--- config.mk ---
export PLATFORM = sky130hd
export DESIGN_NAME = adder_host
export DESIGN_NICKNAME = d
export VERILOG_FILES = /design/src/rtl/adder_host_pkg.sv /design/src/rtl/adder_host_model.sv /design/src/rtl/adder_host_uart.sv /design/src/rtl/adder_host.sv
export SDC_FILE = /design/constraint.sdc
export NUM_CORES = 1
export LEC_CHECK = 0
export CAP_MARGIN = 20
export CORE_AREA = 5 5 112 104
export CTS_CLUSTER_DIAMETER = 50
export DETAILED_ROUTE_END_ITERATION = 8
export DIE_AREA = 0 0 117 109
export PLACE_DENSITY = 0.65
export SKIP_CTS_REPAIR_TIMING = 1
export SLEW_MARGIN = 20
export SYNTH_ARGS = -nofsm -noshare
export SYNTH_HDL_FRONTEND = slang
export SYNTH_HIERARCHICAL = 1
export SYNTH_SLANG_ARGS = --single-unit
export TNS_END_PERCENT = 5
--- constraint.sdc ---
create_clock -name clk -period 3 [get_ports clk]
set_input_delay 0.45 -clock clk [delete_from_list [all_inputs] [get_ports clk]]
set_output_delay 0.45 -clock clk [all_outputs]
set_load 0.02 [all_outputs]
--- src/rtl/adder_host_pkg.sv ---
// Shared constants and types for the adder_host initiator: command
// encodings, FSM states and the default baud divisor.
package adder_host_pkg;

  localparam logic [7:0] CMD_CLEAR = 8'h58;
  localparam logic [3:0] DIGIT_HI  = 4'h3;

  // 12 MHz system clock divided down to 115200 baud
  localparam int B115200 = 104;

  typedef enum logic [1:0] {
    IDLE = 2'd0,
    SEND = 2'd1,
    WAIT = 2'd2
  } state_t;

  function automatic logic is_digit(input logic [7:0] b);
    return b[7:4] == DIGIT_HI;
  endfunction

  function automatic logic is_legal(input logic [7:0] b);
    return is_digit(b) || (b == CMD_CLEAR);
  endfunction

endpackage

--- src/rtl/adder_host_model.sv ---
// Bit-exact model of the responder's 4-bit accumulator; also serves as the
// scoreboard in the responder's own bench.
module adder_model
  import adder_host_pkg::*;
(
  input  logic       clk,
  input  logic       rstn,
  input  logic       upd,
  input  logic       clr,
  input  logic [3:0] digit,
  output logic [7:0] expected,
  output logic [3:0] acc
);
  logic [3:0] a, b;
  logic       c;
  logic [4:0] sum;

  assign sum      = {1'b0, a} + {1'b0, b} + {4'b0, c};
  assign expected = {DIGIT_HI, b};
  assign acc      = b;

  always_ff @(posedge clk or negedge rstn) begin
    if (!rstn) begin
      a <= '0;
      b <= '0;
      c <= 1'b0;
    end else if (upd) begin
      if (clr) begin
        a <= '0;
        b <= '0;
        c <= 1'b0;
      end else begin
        a      <= digit;
        {c, b} <= sum;
      end
    end
  end

endmodule

--- src/rtl/adder_host_uart.sv ---
// 8N1 serial transmitter and receiver shared by the host and the responder.
// Both use a BAUD-cycle bit period and idle the line high.
module uart_tx #(
  parameter int BAUD = 104
) (
  input  logic       clk,
  input  logic       rstn,
  input  logic       start,
  input  logic [7:0] data,
  output logic       tx,
  output logic       ready
);
  localparam int CW = $clog2(BAUD + 1);

  logic          busy;
  logic [CW-1:0] cnt;
  logic [3:0]    bits;
  logic [8:0]    sr;

  assign ready = !busy;

  // Start bit goes out on the edge that accepts start; the 9-bit shift
  // register then supplies the eight data bits followed by the stop bit.
  always_ff @(posedge clk or negedge rstn) begin
    if (!rstn) begin
      tx   <= 1'b1;
      busy <= 1'b0;
      cnt  <= '0;
      bits <= '0;
      sr   <= '0;
    end else if (!busy) begin
      if (start) begin
        sr   <= {1'b1, data};
        tx   <= 1'b0;
        busy <= 1'b1;
        cnt  <= '0;
        bits <= '0;
      end
    end else if (cnt == CW'(BAUD - 1)) begin
      cnt <= '0;
      if (bits == 4'd9) begin
        busy <= 1'b0;
      end else begin
        tx   <= sr[0];
        sr   <= {1'b1, sr[8:1]};
        bits <= bits + 4'd1;
      end
    end else begin
      cnt <= cnt + 1'b1;
    end
  end

endmodule

module uart_rx #(
  parameter int BAUD = 104
) (
  input  logic       clk,
  input  logic       rstn,
  input  logic       rx,
  output logic       rcv,
  output logic [7:0] data
);
  localparam int CW = $clog2(BAUD + 1);

  logic          rx_meta, rx_sync;
  logic          busy;
  logic [CW-1:0] cnt;
  logic [3:0]    bits;
  logic [7:0]    sr;

  always_ff @(posedge clk or negedge rstn) begin
    if (!rstn) begin
      rx_meta <= 1'b1;
      rx_sync <= 1'b1;
    end else begin
      rx_meta <= rx;
      rx_sync <= rx_meta;
    end
  end

  // Sample at mid-bit: half a period after the falling edge, then every
  // full period; a start bit that is high again at mid-bit is a glitch.
  always_ff @(posedge clk or negedge rstn) begin
    if (!rstn) begin
      busy <= 1'b0;
      cnt  <= '0;
      bits <= '0;
      sr   <= '0;
      data <= '0;
      rcv  <= 1'b0;
    end else begin
      rcv <= 1'b0;
      if (!busy) begin
        if (!rx_sync) begin
          busy <= 1'b1;
          cnt  <= CW'(BAUD / 2);
          bits <= '0;
        end
      end else if (cnt == '0) begin
        cnt <= CW'(BAUD - 1);
        if (bits == 4'd0) begin
          if (rx_sync) busy <= 1'b0;
          else         bits <= 4'd1;
        end else if (bits <= 4'd8) begin
          sr   <= {rx_sync, sr[7:1]};
          bits <= bits + 4'd1;
        end else begin
          data <= sr;
          rcv  <= 1'b1;
          busy <= 1'b0;
        end
      end else begin
        cnt <= cnt - 1'b1;
      end
    end
  end

endmodule

--- src/rtl/adder_host.sv ---
// UART initiator for the serial accumulator responder: sends one command,
// waits for its reply and checks it against the local accumulator model.
module adder_host
  import adder_host_pkg::*;
#(
  parameter int BAUD    = B115200,
  parameter int TIMEOUT = 4096
) (
  input  logic       clk,
  input  logic       rstn,
  input  logic       cmd_valid,
  input  logic [7:0] cmd_data,
  output logic       cmd_ready,
  output logic       tx,
  input  logic       rx,
  output logic       resp_valid,
  output logic [7:0] resp_data,
  output logic       resp_ok,
  output logic       timeout,
  output logic       cmd_err,
  output logic [3:0] model_acc
);
  localparam int TW = $clog2(TIMEOUT);

  state_t        state, state_next;
  logic [7:0]    cmd_q;
  logic [TW-1:0] tcnt;
  logic          tx_start, tx_ready;
  logic          rx_rcv;
  logic [7:0]    rx_byte;
  logic          rcv_hit, tmo_hit;
  logic          accept, legal;
  logic [7:0]    model_exp;

  assign cmd_ready = (state == IDLE);
  assign legal     = is_legal(cmd_data);
  assign accept    = cmd_valid && cmd_ready;

  always_ff @(posedge clk or negedge rstn) begin
    if (!rstn) state <= IDLE;
    else       state <= state_next;
  end

  // A reply arriving on the last counted cycle beats the timeout.
  always_comb begin
    state_next = state;
    tx_start   = 1'b0;
    rcv_hit    = 1'b0;
    tmo_hit    = 1'b0;
    case (state)
      IDLE: if (accept && legal) state_next = SEND;
      SEND: if (tx_ready) begin
        tx_start   = 1'b1;
        state_next = WAIT;
      end
      WAIT: if (rx_rcv) begin
        rcv_hit    = 1'b1;
        state_next = IDLE;
      end else if (tcnt == TW'(TIMEOUT - 1)) begin
        tmo_hit    = 1'b1;
        state_next = IDLE;
      end
      default: state_next = IDLE;
    endcase
  end

  always_ff @(posedge clk or negedge rstn) begin
    if (!rstn) begin
      cmd_q      <= '0;
      tcnt       <= '0;
      resp_valid <= 1'b0;
      resp_data  <= '0;
      resp_ok    <= 1'b0;
      timeout    <= 1'b0;
      cmd_err    <= 1'b0;
    end else begin
      resp_valid <= rcv_hit;
      resp_ok    <= rcv_hit && (rx_byte == model_exp);
      timeout    <= tmo_hit;
      cmd_err    <= accept && !legal;
      if (rcv_hit)         resp_data <= rx_byte;
      if (accept && legal) cmd_q     <= cmd_data;
      if (tx_start)            tcnt <= '0;
      else if (state == WAIT)  tcnt <= tcnt + 1'b1;
    end
  end

  uart_tx #(.BAUD(BAUD)) u_tx (
    .clk   (clk),
    .rstn  (rstn),
    .start (tx_start),
    .data  (cmd_q),
    .tx    (tx),
    .ready (tx_ready)
  );

  uart_rx #(.BAUD(BAUD)) u_rx (
    .clk  (clk),
    .rstn (rstn),
    .rx   (rx),
    .rcv  (rx_rcv),
    .data (rx_byte)
  );

  adder_model u_model (
    .clk      (clk),
    .rstn     (rstn),
    .upd      (rcv_hit || tmo_hit),
    .clr      (cmd_q == CMD_CLEAR),
    .digit    (cmd_q[3:0]),
    .expected (model_exp),
    .acc      (model_acc)
  );

endmodule

# Word-level counts from Yosys, hierarchy flattened
# Index checks and enable logic that the tools add are counted.
word_totals:
  out_inout_bits: 18
  regBits: 96
  word_cells: 123
  input_bits: 12
classes:
  mux: 54
  n_addsub: 7
  n_bitwise: 2
  n_reduce_logical: 17
  n_eq_ne: 18
  n_lt_le_gt_ge: 1
ops:
  columns: ["op", "count"]
  rows:
  - ["$mux 4", 12]
  - ["$mux 7", 6]
  - ["$mux 9", 4]
  - ["$mux 1", 25]
  - ["$mux 12", 2]
  - ["$eq 8x7->1 const B", 2]
  - ["$add 12x1->12 const B", 1]
  - ["$eq 12x12->1 const B", 1]
  - ["$ne 2x2->1 const B", 6]
  - ["$reduce_and 4->1", 3]
  - ["$add 4x1->4 const B", 2]
  - ["$eq 8x6->1", 1]
  - ["$mux 2", 4]
  - ["$add 7x1->7 const B", 1]
  - ["$eq 7x7->1 const B", 1]
  - ["$logic_not 7->1", 1]
  - ["$sub 7x1->7 const B", 1]
  - ["$pmux 2 s3", 1]
  - ["$reduce_and 3->1", 2]
  - ["$add 4x4->5", 1]
  - ["$add 5x1->5", 1]
  - ["$eq 4x2->1 const B", 1]
  - ["$eq 4x4->1 const B", 1]
  - ["$le 4x4->1 const B", 1]
  - ["other kinds (12)", 18]

# Logic depth before layout (Yosys ltp)
depth:
  ltp_word: 5
  mapped_depth: 8
  ltp_nobuf: 6

# Hierarchy
# The synthesis kept the hierarchy.
modules_own_cells:
  columns: ["mod", "n_inst", "cells_per_inst", "area_each_um2", "seq_area_each_um2"]
  rows:
  - ["adder_host", 1, 137, 1566.5, 850.8]
  - ["uart_rx", 1, 120, 1435.1, 778.2]
  - ["uart_tx", 1, 129, 1256.2, 551.8]
  - ["adder_model", 1, 57, 556.8, 225.2]

# Worst setup path before layout
# OpenSTA, ideal clock, no wires.
synth_path:
  kind: "reg-to-reg"
  from: "register u_rx.cnt[0]"
  to: "register u_rx.data[0]"
  required_ns: 2.875
  setup_time_ns: 0.125
  stages_incl_launch_ff: 8
  synth_period_minus_slack_ns: 2.243
  t_arrival_ns: 2.119
  path_slack_ns: 0.757
  path_cell_list: "dfrtp_1 -> inv_1 -> ha_1 -> or2b_2 -> or3_1 -> buf_6 -> nor3_4 -> mux2_2"
synth_between:
  elab_chain_cells: 2
synth_lines:
  columns: ["element", "line_no", "rtl"]
  rows:
  - ["from (decl)", "adder_host_uart.sv:68", "logic [CW-1:0] cnt;"]
  - ["from (signal assigned)", "adder_host_uart.sv:97", "cnt <= CW'(BAUD / 2);"]
  - ["from (signal assigned)", "adder_host_uart.sv:101", "cnt <= CW'(BAUD - 1);"]
  - ["from (signal assigned)", "adder_host_uart.sv:114", "cnt <= cnt - 1'b1;"]
  - ["$logic_not 7->1", "adder_host_uart.sv:100", "end else if (cnt == '0) begin"]
  - ["$reduce_and 4->1 (no line)", null, null]
  - ["to (signal assigned)", "adder_host_uart.sv:109", "data <= sr;"]
  - ["to (decl)", "adder_host_uart.sv:62", "output logic [7:0] data"]
# No other way between the ends.
# A chain may end at the register's enable or synchronous reset.

# Worst setup path after layout
layout_path:
  from: "register u_rx.cnt[0]"
  to: "register u_rx.data[5]"
# The elaborated chain is that of the path after synthesis.

==> results.sh <==
export IMPL_rr_startpoint="u_rx/cnt[0]"
export IMPL_cts_root_buf="clkbuf_16"
export IMPL_synth_edff_count=0
export IMPL_utilization_pct=52.4
export IMPL_postSynth_asyncResetShare_pct=100
export IMPL_slew_violations=0
export IMPL_synth_distinct_cells=68
export IMPL_cts_sinks=96
export IMPL_cap_violations=0
export IMPL_pwr_density_cell_mw_per_mm2=624
export IMPL_ir_drop_uv=380
export IMPL_critPathMaxFanout=10
export IMPL_htree_num_levels=3
export IMPL_avgSynthCellArea_um2=10.9
export IMPL_finalHoldWorstSlack_ps=90.2
export IMPL_place_area_mm2=0.00515
export IMPL_final_nets=489
export IMPL_diodes=0
export IMPL_crit_type="reg2reg"
export IMPL_rr_endpoint="u_rx/data[5]"
export IMPL_synthSimpleGateAreaFrac_pct=15.1
export IMPL_hp_class="in2async"
export IMPL_gp_congestion=0.814
export IMPL_dp_hpwl_mm=6.31
export IMPL_synth_top_area_share_pct=48.3
export IMPL_netlist_area_mm2=0.00481
export IMPL_core_area_mm2=0.0105
export IMPL_cts_tree="yes"
export IMPL_finalHoldViolations=0
export IMPL_tns_ps=0
export IMPL_layout_min_cycle_time_ps=2450
export IMPL_synth_fa_ha_area_share_pct=3.69
export IMPL_drtIter0Drc=240
export IMPL_synth_most_common_cell="dfrtp_1"
export IMPL_place_ws_ps=555
export IMPL_rsz0062_at_grt="false"
export IMPL_vias_per_cell=5.64
export IMPL_track_usage_pct=15.6
export IMPL_nFillCells=953
export IMPL_finalSetupViolations=0
export IMPL_reg2reg_slack_ps=550
export IMPL_r2r_cells=6
export IMPL_first_global_vias=3246
export IMPL_antenna_found_initial=0
export IMPL_yosys_top_cells_area="dfrtp_1 48%, mux2_2 8.4%, o21ai_0 3.4%"
export IMPL_synth_ff_type="dfrtp_1"
export IMPL_synthMuxAreaShare_pct=9.04
export IMPL_cp_required_ps=3230
export IMPL_fin_skew_ps=9.07
export IMPL_syn_inst=443
export IMPL_die_area_mm2=0.0128
export IMPL_path_clk_slew_ps=70
export IMPL_synth_top_family_by_area="simple AND/OR/NAND/NOR gates"
export IMPL_postRouteAntennaNets=0
export IMPL_area_growth_pct=13.7
export IMPL_ys_warn_count=6
export IMPL_numCtsBuffers=9
export IMPL_grt_first_pass_wirelength_mm=15.6
export IMPL_die_w_um=117
export IMPL_synth_seq_area_share_pct=50.0
export IMPL_drc=0
export IMPL_tightest_slew_ps=556
export IMPL_power_leakage_nw=2.41
export IMPL_die_height_um=109
export IMPL_vias=3397
export IMPL_synth_compound_area_share_pct=14.4
export IMPL_seq_area_mm2=0.00241
export IMPL_portBuffers=29
export IMPL_rows=36
export IMPL_fmax_ghz=0.408
export IMPL_worst_slack_ps=549
export IMPL_firstDrtPassIters=4
export IMPL_arrival_ps=2680
export IMPL_worstSetupStartpointType="flip-flop"
export IMPL_status="finished, final reports clean"
export IMPL_wl_per_cell_um=15.3
export IMPL_multiInputGateArea_mm2=0.00215
export IMPL_io_pins=30
export IMPL_synth_common_cells="93 x dfrtp_1, 36 x mux2_2, 33 x o21ai_0"
export IMPL_worstSkewPairLatency_ps=340
export IMPL_max_slew_margin_rel_pct=62.9
export IMPL_period_share_pct=81.7
export IMPL_design_area_mm2=0.00547
export IMPL_wl_mm=9.18
export IMPL_final_layout_size_suffix_gt1_share_pct=16.2
export IMPL_grt_overflow=0
export IMPL_synth_xor_area_share_pct=2.18
export IMPL_synth_seq_cells=96
export IMPL_end_kind="flip-flop"
export IMPL_start_util_pct=46.1
export IMPL_cts_buffer_depth=2
export IMPL_synth_top_area_cell="dfrtp_1"
export IMPL_grt_start_max_net_pins=41
## cell type report
type | instances | area share, %
Tap cell | 133 | 3.04
Clock inverter | 6 | 1.71
Timing Repair Buffer | 35 | 6.31
Multi-Input combinational cell | 301 | 39.4
Inverter | 21 | 1.44
Clock buffer | 10 | 4.18
Sequential cell | 96 | 44.0
## power by group
part           switching (W)  internal [W]  total [W]
Sequential          0.000165       0.00144    0.00161
Clock               0.000491      0.000735    0.00123
Combinational       0.000335      0.000249   0.000584
Total               0.000991       0.00242    0.00342
## through the flow
step                      cells  total power, W
after floorplan             445         0.00203
after global placement      586         0.00219
after detailed placement    586         0.00221
after CTS                   602         0.00345
after global routing        602         0.00362
final                       602         0.00342
## placed cells by master, fill, tap and decap left out, types with 3 or more instances in the layout
cell type and n:
clkinv_4 3, conb_1 4, dfstp_2 3, nand4_1 7, nor2_1 16, dfrtp_1 93
a31oi_1 5, nand3_1 20, o211ai_1 3, nand2_1 25, xnor2_1 5, nand3b_1 8
inv_1 20, o32ai_1 3, nand2b_1 4, clkdlybuf4s50_1 28, o31ai_1 9, buf_4 6
xor2_1 7, or2_2 3, o22ai_1 20, o21ai_0 33, a21oi_1 20, mux2i_1 3
mux2_2 36, ha_1 11, clkbuf_16 9, nor3_1 7, and3_1 5
## how the worst max path moves through the flow
stage | from | to | slack, ps | depth (start not counted)
global route | u_rx/cnt[0] | u_rx/data[4] | 440 | 6
detailed placement | u_rx/cnt[0] | u_rx/data[0] | 560 | 6
global placement | u_rx/cnt[0] | u_rx/data[0] | 620 | 6
finish | u_rx/cnt[0] | u_rx/data[5] | 550 | 6
floorplan | u_rx/cnt[0] | u_rx/data[0] | 760 | 7
CTS | u_rx/cnt[0] | u_rx/data[0] | 550 | 6
## critical path, cell delays in order (launching register included)
cell     delay, ps
dfrtp_1        420
inv_1          100
ha_1           160
or2b_2         300
or3_1          500
nor3_4         460
mux2_2         390
## registers in the layout (all words and copies together) (netlist names), 2 cells and up
name,count
u_model/a,4
u_rx/cnt,7
u_tx/sr,9
u_rx/data,8
u_tx/bits,4
u_rx/bits,4
tcnt,12
u_rx/sr,8
state,2
resp_data,8
u_tx/cnt,7
u_model/acc,4
cmd_q,8
## per-layer routing
metal / track usage, % / vias up / share of wire (%) / routed length [µm]
met5: 0 / - / 0 / 0
met4: 5.41 / 0 / 2.3 / 210
met3: 5.05 / 17 / 4.0 / 363
met2: 23.3 / 61 / 46 / 4200
met1: 21.4 / 1668 / 48 / 4410
li1: - / 1651 / - / -
## kinds of logic after synthesis
kind of cell	after synthesis
multiplexers	39
AO/OA/AOI/OAI	110
buffers and inverters	48
flip-flops	96
AND/OR/NAND/NOR	123
adder cells (fa/ha/maj)	13
other	2
XOR/XNOR	12
No activity file was read; power rests on OpenSTA's default activity.
